--- config.mk ---
export PLATFORM = sky130hd
export DESIGN_NAME = ps2_host_tx
export DESIGN_NICKNAME = d
export VERILOG_FILES = /design/src/rtl/ps2_pkg.sv /design/src/rtl/ps2_sync_edge.sv /design/src/rtl/ps2_host_tx.sv
export SDC_FILE = /design/constraint.sdc
export NUM_CORES = 1
export LEC_CHECK = 0
export CORE_AREA = 2 2 138 99
export DETAILED_ROUTE_END_ITERATION = 7
export DIE_AREA = 0 0 140 101
export HOLD_SLACK_MARGIN = 0.12
export PLACE_DENSITY = 0.42
export SLEW_MARGIN = 15
export SYNTH_ARGS = -nofsm -noshare
export SYNTH_HDL_FRONTEND = slang
export SYNTH_SLANG_ARGS = --single-unit
--- constraint.sdc ---
create_clock -name clk -period 3.15 [get_ports clk]
set_clock_uncertainty 0.2 [all_clocks]
set_input_delay 0.63 -clock clk [delete_from_list [all_inputs] [get_ports clk]]
set_output_delay 0.63 -clock clk [all_outputs]
set_load 0.02 [all_outputs]
--- src/rtl/ps2_pkg.sv ---
// Shared PS/2 definitions: host-transmit FSM states, keyboard command bytes and parity helper.
package ps2_pkg;

    typedef enum logic [2:0] {
        IDLE,
        INHIBIT,
        REQ,
        SHIFT,
        ACK,
        WAIT_IDLE
    } ps2_tx_state_t;

    localparam logic [7:0] CMD_SET_LED = 8'hED;
    localparam logic [7:0] CMD_ENABLE  = 8'hF4;
    localparam logic [7:0] CMD_RESET   = 8'hFF;
    localparam logic [7:0] PS2_ACK     = 8'hFA;

    // PS/2 frames carry odd parity over the eight data bits.
    function automatic logic odd_parity(input logic [7:0] b);
        return ~^b;
    endfunction

endpackage

--- src/rtl/ps2_sync_edge.sv ---
// Two-flop synchronizer for a PS/2 pad plus falling-edge strobe; resets to the idle-high line level.
// Latency: level 2 cycles after the pad, fall strobe on the same cycle level drops.
// Backpressure: none, free-running.
module ps2_sync_edge (
    input  logic clk,
    input  logic rst_n,
    input  logic pad,
    output logic level,
    output logic fall
);

    logic meta;
    logic prev;

    always_ff @(posedge clk or negedge rst_n) begin
        if (!rst_n) begin
            meta  <= 1'b1;
            level <= 1'b1;
            prev  <= 1'b1;
        end else begin
            meta  <= pad;
            level <= meta;
            prev  <= level;
        end
    end

    assign fall = prev & ~level;

endmodule

--- src/rtl/ps2_host_tx.sv ---
// PS/2 host-to-device byte transmitter: inhibit, request-to-send, 11-bit shift, ACK check.
// Latency: INHIBIT_CYC cycles plus the device's clocking; done/error pulse on the return to IDLE.
// Backpressure: tx_start is dropped while busy; nothing is queued.
module ps2_host_tx
    import ps2_pkg::*;
#(
    parameter int unsigned CLK_HZ      = 50_000_000,
    parameter int unsigned INHIBIT_CYC = 5000,
    parameter int unsigned TIMEOUT_CYC = 750_000
) (
    input  logic       clk,
    input  logic       rstin,
    input  logic       tx_start,
    input  logic [7:0] tx_data,
    input  logic       ps2_clk_in,
    input  logic       ps2_data_in,
    output logic       ps2_clk_oe,
    output logic       ps2_data_oe,
    output logic       busy,
    output logic       tx_done,
    output logic       tx_error
);

    localparam int INH_W = $clog2(INHIBIT_CYC);
    localparam int TO_W  = $clog2(TIMEOUT_CYC);
    localparam logic [INH_W-1:0] INH_LAST = INH_W'(INHIBIT_CYC - 1);
    localparam logic [INH_W-1:0] INH_DATA = INH_W'(INHIBIT_CYC - 2);
    localparam logic [TO_W-1:0]  TO_LAST  = TO_W'(TIMEOUT_CYC - 1);

    if (CLK_HZ == 0 || INHIBIT_CYC < 2 || TIMEOUT_CYC < 2) begin : g_param_check
        $error("ps2_host_tx: CLK_HZ must be nonzero and cycle counts at least 2");
    end

    ps2_tx_state_t    state;
    logic [7:0]       tx_byte;
    logic             parity;
    logic [3:0]       edge_cnt;
    logic [INH_W-1:0] inh_cnt;
    logic [TO_W-1:0]  to_cnt;
    logic             clk_lvl;
    logic             clk_fall;
    logic             dat_lvl;
    logic             dat_fall_unused;
    logic             timeout;

    ps2_sync_edge u_clk_sync (
        .clk   (clk),
        .rst_n (rstin),
        .pad   (ps2_clk_in),
        .level (clk_lvl),
        .fall  (clk_fall)
    );

    ps2_sync_edge u_dat_sync (
        .clk   (clk),
        .rst_n (rstin),
        .pad   (ps2_data_in),
        .level (dat_lvl),
        .fall  (dat_fall_unused)
    );

    assign busy    = (state != IDLE);
    assign timeout = (state != IDLE) && (state != INHIBIT) && (to_cnt == TO_LAST);

    always_ff @(posedge clk or negedge rstin) begin
        if (!rstin) begin
            state       <= IDLE;
            ps2_clk_oe  <= 1'b0;
            ps2_data_oe <= 1'b0;
            tx_done     <= 1'b0;
            tx_error    <= 1'b0;
            tx_byte     <= '0;
            parity      <= 1'b0;
            edge_cnt    <= '0;
            inh_cnt     <= '0;
            to_cnt      <= '0;
        end else begin
            tx_done  <= 1'b0;
            tx_error <= 1'b0;
            if (state != IDLE && state != INHIBIT) begin
                to_cnt <= to_cnt + 1'b1;
            end

            // Timeout outranks every in-flight transition so done/error stay exclusive.
            if (timeout) begin
                ps2_clk_oe  <= 1'b0;
                ps2_data_oe <= 1'b0;
                tx_error    <= 1'b1;
                state       <= IDLE;
            end else begin
                unique case (state)
                    IDLE: begin
                        if (tx_start) begin
                            tx_byte    <= tx_data;
                            parity     <= odd_parity(tx_data);
                            edge_cnt   <= '0;
                            inh_cnt    <= '0;
                            ps2_clk_oe <= 1'b1;
                            state      <= INHIBIT;
                        end
                    end
                    INHIBIT: begin
                        if (inh_cnt == INH_DATA) begin
                            ps2_data_oe <= 1'b1;
                        end
                        if (inh_cnt == INH_LAST) begin
                            ps2_clk_oe <= 1'b0;
                            to_cnt     <= '0;
                            state      <= REQ;
                        end else begin
                            inh_cnt <= inh_cnt + 1'b1;
                        end
                    end
                    REQ: begin
                        state <= SHIFT;
                    end
                    SHIFT: begin
                        if (clk_fall) begin
                            edge_cnt <= edge_cnt + 1'b1;
                            case (edge_cnt)
                                4'd0, 4'd1, 4'd2, 4'd3,
                                4'd4, 4'd5, 4'd6, 4'd7: ps2_data_oe <= ~tx_byte[edge_cnt[2:0]];
                                4'd8:                   ps2_data_oe <= ~parity;
                                default: begin
                                    ps2_data_oe <= 1'b0;
                                    state       <= ACK;
                                end
                            endcase
                        end
                    end
                    ACK: begin
                        if (clk_fall) begin
                            if (!dat_lvl) begin
                                state <= WAIT_IDLE;
                            end else begin
                                tx_error <= 1'b1;
                                state    <= IDLE;
                            end
                        end
                    end
                    WAIT_IDLE: begin
                        if (clk_lvl && dat_lvl) begin
                            tx_done <= 1'b1;
                            state   <= IDLE;
                        end
                    end
                    default: begin
                        ps2_clk_oe  <= 1'b0;
                        ps2_data_oe <= 1'b0;
                        state       <= IDLE;
                    end
                endcase
            end
        end
    end

endmodule

==> metrics.txt <==
largest net degree at the start of global routing=59; Synth top area share=42.2%; placed cell area=3490 um^2; synth-to-layout area growth=19.7%; Residual DRC=0; Mean Syn Cell Area=9.38 um^2; Final Instance Area=3760 um^2; Layout Cells excl Fill=526; 1st-iter DRT viols=139; H-tree levels=3; HP Class=flop to flop; Final setup viols=0; asr flop ratio synth=100%; fill count=1342; Power, Total=2780 uW; vias in the first global route=2290; Slowest-stage cell, CP=dfrtp_1; PD cells=740 nW/um^2; Finished Core Util=29.1%; routed vias=2390; crit path DAT=1.98 ns; max_slew headroom=56.7%; CTS Sinks=58; maximum vdd ir drop=279 uV; CP peak stage delay=0.58 ns; Pre-antenna DRT Iters=6; CTS tree=yes; Final Wtd Congestion=0.817; final worst path period share=89.2%; # IOs=18; GRT overflow=0; Avg Vias per Cell=4.54; Netlist cell types=62; Core Rows=35; Leak=0.00161 uW; Post-synth top flop=dfrtp_1; crit start category=flop; Post-DP HPWL=4770 um; diode count=0; RSZ-0062 raised after global routing=no; Hold Path Stages=0; Max Cap Viol=0; CP endpoint kind=output port; clk_lat worst skew=0.33 ns; mux contribution to synthesized area=1.27%; setup TNS=0 ns; fraction of layout cells with a size suffix above 1=9.44%; CP Max Fanout=17; die area=14100 um^2; Initial Utilization=24.3%; Yosys warnings=0; CTS max path bufs=2; Post-Synthesis Cells=335; global-route wire length before repair=11900 um; core area=12900 um^2; Synth Area in Simple Gates=27.4%; r2r endpoint=state[0]; Critical Path Source=state[1]; XOR/XNOR Fraction of Synth Area=8.92%; run status=complete, no violations; Worst R2R Start=to_cnt[6]; Clock Pin Slew Worst Setup and Hold Paths=0.05 ns; Hold Startpoint=u_clk_sync.meta; syn_nets=355; critical-path cell list=nor3_1, inv_1, clkdlybuf4s50_1; Reg2Reg Setup Slack=0.69 ns; Final #Nets=375; crit path time final=2.81 ns; critical path class=flop to output port; die height=101 um; Hold EP=u_clk_sync.level; Seq/Total Area, Yosys=46.4%; initial antenna violation count=0; Post-Route WL=6880 um; CTS root buf=clkbuf_16; Die X=140 um; number of synthesized flops with an enable pin=0; Routed WL per cell=13.1 um; Worst-Margin Slew=0.643 ns; Inserted Clock Buffers=9; Synth area leader=dfrtp_1; Port Buffer Count=17; main combinational cell family by area after synthesis=simple AND/OR/NAND/NOR gates; R2R depth=5; Max Slew Vio Count=0; critical path's top delay family=buffers and inverters; fmax=356 MHz; Synth Register Bits=58; GRT Util Overall=10.8%; Crit path required time=2.32 ns; number of routed nets with antenna violations=0; Final Hold Fails=0; Synth Area in Adders=2.79%; cell count after placement=509; top post-synthesis cells by area=dfrtp_1 (42%), xnor2_1 (5.3%), nand2_1 (5.1%), nor2_1 (4.9%), dfstp_2 (4.2%); Mapped Area=3140 um^2; WP buf/inv=2; count leader, synth=dfrtp_1; synth cell count leaders=dfrtp_1 (53), nand2_1 (43), nor2_1 (41); complex-gate fraction of the synthesized area=9.47%
[layer usage]
layer | vias to the layer above | share of wire [%] | track usage, %
met5 | - | 0 | 0
met4 | 0 | 2.0 | 4.90
met3 | 11 | 2.9 | 3.52
met2 | 18 | 41 | 15.2
met1 | 1156 | 54 | 15.2
li1 | 1205 | - | -
[final cells by class]
type | count | area [um^2] | area share, %
Inverter | 11 | 41.3 | 1.10
Clock inverter | 3 | 15.0 | 0.399
Multi-Input combinational cell | 252 | 1570 | 41.6
Sequential cell | 58 | 1460 | 38.7
Clock buffer | 13 | 250 | 6.65
Timing Repair Buffer | 23 | 225 | 5.98
Tap cell | 166 | 208 | 5.52
[cells in the final DEF, fill, tap and decap left out, drive strengths merged, types with 2 or more instances in the layout]
master	count
and2	2
o21ai	11
nor3	9
and3	10
or3	2
clkdlybuf4s50	16
o22ai	5
nor2	41
nor4	4
inv	11
dfrtp	53
nand2b	5
or4	3
nand3	15
xnor2	19
xor2	13
clkbuf	13
ha	7
a22o	2
or2	3
dfstp	5
nand3b	2
a21oi	8
clkinv	3
nor3b	4
nor2b	3
nor4b	3
buf	6
a2111oi	2
nand4	8
nand2	43
mux2i	4
[worst max path at each step]
stage                        to  slack (ns)  cells after the start
finish                     busy        0.34                      3
global route               busy        0.20                      3
CTS                        busy        0.30                      3
detailed placement   inh_cnt[8]        0.57                      5
global placement    edge_cnt[2]        0.62                      6
floorplan              state[0]        0.87                      8
[stage by stage]
| step | setup slack, ns | hold slack, ns |
|---|---|---|
| finish | 0.339 | 0.155 |
| global route | 0.201 | 0.160 |
| CTS | 0.304 | 0.157 |
| detailed placement | 0.575 | 0.147 |
| global placement | 0.621 | 0.148 |
| floorplan | 0.874 | 0.134 |
[power breakdown]
part | internal (uW) | switching (uW) | leakage, uW
Combinational | 363 | 418 | 0.000726
Clock | 548 | 320 | 0.000133
Sequential | 919 | 215 | 0.000753
[cell families after synthesis]
| logic type | after synthesis |
|---|---|
| muxes | 4 |
| buffers and inverters | 25 |
| DFF | 58 |
| adders and majority gates | 7 |
| xor gates and xnor gates | 32 |
| AOI/OAI and AO/OA | 44 |
| and+or+nand+nor | 165 |
[sequential cells by signal, indices dropped and copies added, names as in the netlist]
signal,flops
u_clk_sync.prev,1
tx_done,1
u_dat_sync.level,1
u_clk_sync.level,1
state,3
ps2_clk_oe,1
tx_byte,8
to_cnt,20
u_dat_sync.meta,1
u_clk_sync.meta,1
edge_cnt,4
ps2_data_oe,1
tx_error,1
parity,1
inh_cnt,13
[timing repair]
item                      in CTS  in global routing
buffers inserted               0                  0
resized for setup              0                  0
hold endpoints to repair      22                  0
hold buffers                   1                  0
Power figures use the tool's default switching activity.
